<file path="src/rtl/vend_pkg.sv">
// Shared constants and types for the vending-machine credit path.
// Coin codes, coin values, credit width and the controller state enum.
package vend_pkg;

    localparam int CREDIT_W   = 5;
    localparam int CREDIT_MAX = 31;

    localparam logic [1:0] COIN_NICKEL  = 2'd0;
    localparam logic [1:0] COIN_DIME    = 2'd1;
    localparam logic [1:0] COIN_QUARTER = 2'd2;
    localparam logic [1:0] COIN_INVALID = 2'd3;

    localparam logic [CREDIT_W-1:0] VAL_NICKEL  = 5'd1;
    localparam logic [CREDIT_W-1:0] VAL_DIME    = 5'd2;
    localparam logic [CREDIT_W-1:0] VAL_QUARTER = 5'd5;

    typedef enum logic [1:0] {
        COLLECT,
        VEND,
        CHANGE
    } vend_state_t;

endpackage

</file>
<file path="src/rtl/vend_credit_fsm_coin_decode.sv">
// Coin code to credit-unit value, with a flag for unrecognised codes.
module coin_decode
    import vend_pkg::*;
(
    input  logic [1:0]          coin_type,
    output logic [CREDIT_W-1:0] value,
    output logic                invalid
);

    always_comb begin
        value   = '0;
        invalid = 1'b0;
        unique case (coin_type)
            COIN_NICKEL:  value = VAL_NICKEL;
            COIN_DIME:    value = VAL_DIME;
            COIN_QUARTER: value = VAL_QUARTER;
            default:      invalid = 1'b1;
        endcase
    end

endmodule

</file>
<file path="src/rtl/vend_credit_fsm.sv">
// Coin collection, vend and nickel-change control; mirrors credit into ex25.
// Optional cancel/refund path enabled by defining VEND_CANCEL_EN.
module vend_credit_fsm
    import vend_pkg::*;
#(
    parameter int PRICE = 15
) (
    input  logic                clk,
    input  logic                clear,
    input  logic                coin_valid,
    input  logic [1:0]          coin_type,
    output logic                coin_ready,
    output logic                coin_reject,
    input  logic                cancel,
    output logic                vend,
    output logic                change_valid,
    input  logic                change_ack,
    output logic                reg_load,
    output logic                reg_clear,
    output logic [CREDIT_W-1:0] reg_d
);

    localparam logic [CREDIT_W-1:0] PRICE_C = CREDIT_W'(PRICE);

    vend_state_t         state_q, state_d;
    logic [CREDIT_W-1:0] credit_q, credit_d;
    logic [CREDIT_W-1:0] coin_val;
    logic                coin_bad;
    logic [CREDIT_W:0]   sum;
    logic                reject_d, load_d, clr_d;

    coin_decode u_dec (
        .coin_type (coin_type),
        .value     (coin_val),
        .invalid   (coin_bad)
    );

    assign sum = {1'b0, credit_q} + {1'b0, coin_val};

`ifndef VEND_CANCEL_EN
    logic unused_cancel;
    assign unused_cancel = cancel;
`endif

    always_comb begin
        state_d  = state_q;
        credit_d = credit_q;
        reject_d = 1'b0;
        load_d   = 1'b0;
        clr_d    = 1'b0;
        unique case (1'b1)
            state_q == COLLECT: begin
                if (coin_valid && coin_ready) begin
                    if (!coin_bad && sum <= (CREDIT_W+1)'(CREDIT_MAX)) begin
                        credit_d = sum[CREDIT_W-1:0];
                        load_d   = 1'b1;
                    end else begin
                        reject_d = 1'b1;
                    end
                end
                // a coin completing the price beats a same-cycle cancel
                if (credit_d >= PRICE_C)
                    state_d = VEND;
`ifdef VEND_CANCEL_EN
                else if (cancel && credit_d != '0)
                    state_d = CHANGE;
`endif
            end
            state_q == VEND: begin
                credit_d = credit_q - PRICE_C;
                if (credit_d == '0) begin
                    clr_d   = 1'b1;
                    state_d = COLLECT;
                end else begin
                    load_d  = 1'b1;
                    state_d = CHANGE;
                end
            end
            state_q == CHANGE: begin
                if (change_ack && change_valid) begin
                    credit_d = credit_q - 5'd1;
                    if (credit_d == '0) begin
                        clr_d   = 1'b1;
                        state_d = COLLECT;
                    end else begin
                        load_d  = 1'b1;
                    end
                end
            end
            default: state_d = COLLECT;
        endcase
    end

    always_ff @(posedge clk or posedge clear) begin
        if (clear) begin
            state_q      <= COLLECT;
            credit_q     <= '0;
            coin_ready   <= 1'b0;
            coin_reject  <= 1'b0;
            vend         <= 1'b0;
            change_valid <= 1'b0;
            reg_load     <= 1'b0;
            reg_clear    <= 1'b0;
        end else begin
            state_q      <= state_d;
            credit_q     <= credit_d;
            coin_ready   <= (state_d == COLLECT);
            coin_reject  <= reject_d;
            vend         <= (state_d == VEND);
            change_valid <= (state_d == CHANGE);
            reg_load     <= load_d;
            reg_clear    <= clr_d;
        end
    end

    assign reg_d = credit_q;

endmodule
</file>
<file path="config.mk">
export PLATFORM = sky130hd
export DESIGN_NAME = vend_credit_fsm
export DESIGN_NICKNAME = d
export VERILOG_FILES = /design/src/rtl/vend_pkg.sv /design/src/rtl/vend_credit_fsm_coin_decode.sv /design/src/rtl/vend_credit_fsm.sv
export SDC_FILE = /design/constraint.sdc
export NUM_CORES = 1
export LEC_CHECK = 0
export CORE_UTILIZATION = 53
export CTS_BUF_LIST = sky130_fd_sc_hd__clkbuf_16
export DETAILED_ROUTE_END_ITERATION = 10
export PLACE_DENSITY = 0.88
export SYNTH_ARGS = -nofsm -noshare
export SYNTH_HDL_FRONTEND = slang
export SYNTH_SLANG_ARGS = --single-unit
export TNS_END_PERCENT = 100
</file>
<file path="constraint.sdc">
create_clock -name clk -period 2.6 [get_ports clk]
set_input_delay 0.52 -clock clk [delete_from_list [all_inputs] [get_ports clk]]
set_output_delay 0.52 -clock clk [all_outputs]
set_load 0.03 [all_outputs]
</file>
# --- Word level (Yosys, flattened, before mapping) ---
# Index checks and enable logic that the tools add are counted.
word_totals:
  output_inout_bits: 11
  regBits: 13
  inputBits: 7
classes:
  add_sub_neg: 3
  reduce_logical: 11
  magnitude_cmp: 2
  eq_ne: 7
  muxes: 24
op_table:
  columns: ["op", "count"]
  rows:
  - ["5-bit 2-to-1 mux", 4]
  - ["5-bit one-hot mux with 3 select lines", 1]
  - ["1-bit 2-to-1 mux", 11]
  - ["5-bit zero test", 2]
  - ["3-bit one-hot mux with 3 select lines", 1]
  - ["2-bit 2-to-1 mux", 4]
  - ["5-bit by 5-bit adder with 6-bit output", 1]
  - ["2-bit by 1-bit equality test with 1-bit output, second input constant", 3]
  - ["2-bit equality test, second input constant", 3]
  - ["6-bit by 5-bit <= comparator with 1-bit output, second input constant", 1]
  - ["2-bit zero test", 3]
  - ["2-bit one-hot mux with 3 select lines", 1]
  - ["5-bit by 4-bit greater-or-equal comparator with 1-bit output, second input constant", 1]
  - ["5-bit by 1-bit subtractor with 5-bit output, second input constant", 1]
  - ["5-bit by 4-bit subtractor with 5-bit output, second input constant", 1]
  - ["1-bit logical AND", 3]
  - ["1-bit one-hot mux with 3 select lines", 1]
  - ["3-bit nonzero test", 1]
  - ["3-bit OR reduction", 1]
  - ["2-bit by 1-bit inequality test with 1-bit output, second input constant", 1]
  - ["1-bit one-hot mux with 2 select lines", 1]
  - ["2-bit AND reduction", 1]

# --- Longest topological paths before layout ---
depth:
  ltp_word: 12
  mapped_depth: 9
  ltp_nobuf: 9

# --- By module ---
# Synthesis repeated with hierarchy kept, for this count alone.
unflattened:
  cells_unflattened: 151
  area_unflattened_um2: 1300.0
by_module_without_submodules:
  columns: ["module", "seq_area_each_um2", "n_inst", "area_each_um2", "cells_per_inst"]
  rows:
  - ["vend_credit_fsm", 325.3, 1, 1255.0, 144]
  - ["coin_decode", 0.0, 1, 45.0, 7]

# --- Worst setup path before layout ---
# OpenSTA, ideal clock, no wires.
synth_timing:
  path_kind: "reg2reg"
  startpoint: "reg credit_q[0], in the netlist reg_d[0]"
  endpoint: "reg vend"
  required_time_ps: 2468
  setup_time_ps: 132
  setup_slack_ps: 190
  stages_incl_launch_ff: 8
  arrival_ps: 2278
  path_cell_list: "dfrtp_1 -> ha_1 -> fa_1 -> xnor2_1 -> and4b_1 -> o32a_1 -> o31a_1 -> nor3b_1"
synth_between:
  elab_chain_cells: 10
synth_lines:
  columns: ["element", "line_no", "text"]
  rows:
  - ["start, declared", "vend_credit_fsm.sv:26", "logic [CREDIT_W-1:0] credit_q, credit_d;"]
  - ["start signal, assigned", "vend_credit_fsm.sv:106", "credit_q <= credit_d;"]
  - ["5-bit by 5-bit adder with 6-bit output", "vend_credit_fsm.sv:38", "assign sum = {1'b0, credit_q} + {1'b0, coin_val};"]
  - ["6-bit by 5-bit <= comparator with 1-bit output", "vend_credit_fsm.sv:54", "if (!coin_bad && sum <= (CREDIT_W+1)'(CREDIT_MAX)) begin"]
  - ["1-bit logical AND", "vend_credit_fsm.sv:54", null]
  - ["5-bit 2-to-1 mux", "vend_credit_fsm.sv:54", null]
  - ["5-bit 2-to-1 mux", "vend_credit_fsm.sv:53", "if (coin_valid && coin_ready) begin"]
  - ["5-bit 2-to-1 mux", "vend_credit_fsm.sv:51", "unique case (1'b1)"]
  - ["5-bit by 4-bit greater-or-equal comparator with 1-bit output", "vend_credit_fsm.sv:62", "if (credit_d >= PRICE_C)"]
  - ["2-bit 2-to-1 mux", "vend_credit_fsm.sv:62", null]
  - ["2-bit one-hot mux with 3 select lines *", "vend_credit_fsm.sv:51", null]
  - ["2-bit by 1-bit equality test with 1-bit output *", "vend_credit_fsm.sv:109", "vend <= (state_d == VEND);"]
  - ["end signal, assigned", "vend_credit_fsm.sv:109", null]
  - ["end, declared", "vend_credit_fsm.sv:15", "output logic vend,"]
# Mark *: on every way between the ends. The rest lies on a longest branch, timed or not. The select of a mux whose other input is x is not followed.
# A chain may end at the register's enable or synchronous reset.

# --- Final worst setup path ---
layout_timing:
  startpoint: "in coin_type[0]"
  endpoint: "reg vend"
layout_between:
  elab_chain_cells: 12
layout_lines:
  columns: ["element", "line_no", "text"]
  rows:
  - ["start, declared", "vend_credit_fsm.sv:11", "input logic [1:0] coin_type,"]
  - ["2-bit equality test, or another cell as far along", "vend_credit_fsm_coin_decode.sv:13", "unique case (coin_type)"]
  - ["3-bit one-hot mux with 3 select lines", "vend_credit_fsm_coin_decode.sv:13", null]
  - ["5-bit by 5-bit adder with 6-bit output", "vend_credit_fsm.sv:38", null]
  - ["6-bit by 5-bit <= comparator with 1-bit output", "vend_credit_fsm.sv:54", null]
  - ["1-bit logical AND", "vend_credit_fsm.sv:54", null]
  - ["5-bit 2-to-1 mux *", "vend_credit_fsm.sv:54", null]
  - ["5-bit 2-to-1 mux *", "vend_credit_fsm.sv:53", null]
  - ["5-bit 2-to-1 mux *", "vend_credit_fsm.sv:51", null]
  - ["5-bit by 4-bit greater-or-equal comparator with 1-bit output *", "vend_credit_fsm.sv:62", null]
  - ["2-bit 2-to-1 mux *", "vend_credit_fsm.sv:62", null]
  - ["2-bit one-hot mux with 3 select lines *", "vend_credit_fsm.sv:51", null]
  - ["2-bit by 1-bit equality test with 1-bit output *", "vend_credit_fsm.sv:109", null]
# Marks and branches as above.

==> results.toml <==
[sta]
finClkSkew_ps = 0.655
tns_ps = 0
setup_viol = 0
slew_violations = 0
rsz0062_at_grt = "false"
max_freq_mhz = 410
fin_crit_sh_pct = 93.9
max-slew-margin-rel_pct = 65.8
hold_violations = 0
final.min_clock_period_ps = 2440
timing.hold.ws_ps = 637
worst_pin_slew_ps = 513

[placed_design]
portBuffers = 16
dp_hpwl_mm = 2.25
post_dp_cell_area_mm2 = 0.00146
routabilityCongestion = 0.898

[floorplanning]
fp.dieW_um = 49.6
fp.dieH_um = 49.6
rows = 16
core_area_mm2 = 0.00204
ios = 18
design.die.area_mm2 = 0.00246
start_util_pct = 58.8

[critical_path]
cpMaxStageDelayCell = "o31a_1"
path_cells = "dlygate4sd2_1 > inv_2 > nor2_2 > ha_1 > a21o_1 > a21oi_4 > buf_6 > nand2_1 > mux2_4 > o31a_1 > nor3b_1"
worstReg2RegStart = "reg_d[0]$_DFFE_PP0P_"
rr_worst_depth = 8
critPathLaunchType = "input pin"
path_max_fanout = 5
worst-path-buf-inv = 3
path_delay_family = "compound AO/OA/AOI/OAI gates"
rrSetupSlack_ps = 230
end_kind = "flop"
cp.arrival_ps = 2560
crit_type = "in2reg"
required_ps = 2720
cp_slowest_stage_delay_ps = 330
r2r_end = "change_valid$_DFF_PP0_"

[finish]
layout_commonest_cell = "clkdlybuf4s50_1"
final_area_mm2 = 0.00160
final_cell_mix = "clkdlybuf4s50_1, nand2_1, dfrtp_1, buf_4, inv_1"
synthToLayoutAreaGrowth_pct = 33.3
nets = 187
layout-drive-gt1-share_pct = 17.9
diodes = 0

[routing]
wl_per_cell_um = 16.8
vias = 1251
totalWireLength_mm = 3.27
drtIter0Drc = 55
drc = 0
ant_nets = 0
first_pass_iters = 4
via_per_inst = 6.42

[cts]
cts_buffers = 3
clock_path_buffers = 2
cts_max_level = 1
cts_tree = "done"
cts_root_buffer = "clkbuf_16"
cts_num_sinks = 13
path_clk_slew_ps = 50
clk_latency_ps = 240

[global_routing]
grt-ovfl-total = 0
grt_antenna_before_repair = 0
grt_pass1_wl_mm = 5.51
track_usage_pct = 29.3
grt_max_degree = 14
grt_pass1_vias = 1224

[synthesis]
syn-num-nets = 159
synthCells = 141
synth_ff_type = "dfrtp_1"
synth_edf_count = 0
postSynthAreaPerCell_um2 = 8.51
ys_seq_area_share_pct = 27.1
ys_ff_latch = 13
synthArstFlopShare_pct = 100
yosys-top-cells-area = "dfrtp_1, ha_1, nand2_1"
syn_area_mm2 = 0.00120
yosysUniqueCellTypes = 51
yosysTopAreaCellShare_pct = 27.1
synth_area_leader_cell = "dfrtp_1"
yosys_warnings = 0

[job]
cap_viol_max_count = 0

[power_and_ir_drop]
leakage_nw = 0.699
p_per_area_mw_per_mm2 = 1410
switching_power_mw = 1.07
p_sw_share_pct = 47.7
seqPwrFrac_pct = 17.9
pwr-share-comb_pct = 68.9
internal_power_mw = 1.18
p_clk_share_pct = 13.1
p_total_mw = 2.25
irDropWorstVdd_uv = 888

[outcome]
status = "finished, final reports clean"

[min_path]
hold_class = "in2async"
-- registers in the layout, summed over array words and instances (netlist names) --
signal / count
reg_d: 5
state_q: 2
change_valid: 1
coin_ready: 1
coin_reject: 1
reg_clear: 1
reg_load: 1
vend: 1
-- worst max-delay path by stage --
stage / from / to / slack (ps) / depth (start not counted)
6_report: coin_type[0] / vend$_DFF_PP0_ / 160 / 11
5_1_grt: coin_type[0] / vend$_DFF_PP0_ / 80 / 11
4_1_cts: coin_type[1] / vend$_DFF_PP0_ / 2 / 10
3_5_place_dp: coin_type[0] / vend$_DFF_PP0_ / -390 / 10
3_3_place_gp: coin_type[0] / vend$_DFF_PP0_ / -320 / 11
2_1_floorplan: reg_d[0]$_DFFE_PP0P_ / vend$_DFF_PP0_ / 190 / 7
-- power groups by stage --
stage | Combinational [mW] | Clock [mW] | Sequential [mW]
after floorplan | 0.890 | 0 | 0.505
after global placement | 1.40 | 0 | 0.387
after detailed placement | 1.44 | 0 | 0.392
after CTS | 1.51 | 0.299 | 0.398
after global routing | 1.68 | 0.307 | 0.415
final | 1.55 | 0.295 | 0.403
-- area by class of cell --
type / instances / area, um^2
multi-input cells: 110 / 848
fillers: 132 / 443
flip-flops and latches: 13 / 325
repair buffers: 30 / 270
clock buffers: 3 / 75.1
inverters: 11 / 41.3
well taps: 27 / 33.8
clock inverters: 1 / 5.00
-- cells in the mapped netlist, drive strengths merged (2+ instances only) --
| cell type | instances |
|---|---|
| o31a | 2 |
| nor3 | 3 |
| o31ai | 3 |
| inv | 11 |
| o21a | 2 |
| a22oi | 2 |
| buf | 4 |
| a31oi | 4 |
| nor2b | 3 |
| o21ai | 6 |
| o211ai | 2 |
| nand3 | 4 |
| ha | 10 |
| a21o | 4 |
| xnor2 | 3 |
| nand2 | 13 |
| dfrtp | 13 |
| nor3b | 4 |
| nand4 | 3 |
| o221ai | 2 |
| a21oi | 7 |
| clkbuf | 3 |
| nor2 | 9 |
-- metrics by stage --
stage | worst slack [ps] | utilization, % | cells
finish | 160 | 78.3 | 195
global route | 77.0 | 78.3 | 195
CTS | 2.27 | 77.6 | 195
detailed placement | -394 | 71.6 | 191
global placement | -320 | 71.6 | 191
floorplan | 190 | - | 141
-- worst reg2reg max path: cells and delay by family (launching register included) --
kind            cells  cell delay (ps)
flops               1              390
compound gates      3              990
fa+ha+maj           1              280
buf+inv             2              310
simple gates        2              270
-- layer usage --
metal  track usage [%]  vias to the layer above  wire [um]
li1                  -                      584          -
met4              11.4                        0         65
met1              33.5                      598       1360
met3              7.10                       12        178
met5                 0                        -          0
met2              51.8                       57       1670
-- kinds of logic after synthesis --
kind of cell | synth area share [%]
and+or+nand+nor | 21.5
AOI/OAI and AO/OA | 29.6
buffers and inverters | 6.57
DFF | 27.1
adders and majority gates | 12.1
xor gates and xnor gates | 2.19
muxes | 0.938
-- timing repair --
item | CTS | global route
resized for setup | 11 | 3
pin swaps | 6 | 1
setup endpoints to repair | 5 | 4
setup buffers | 0 | 0
hold buffers | 0 | 0
Power figures use the tool's default switching activity.
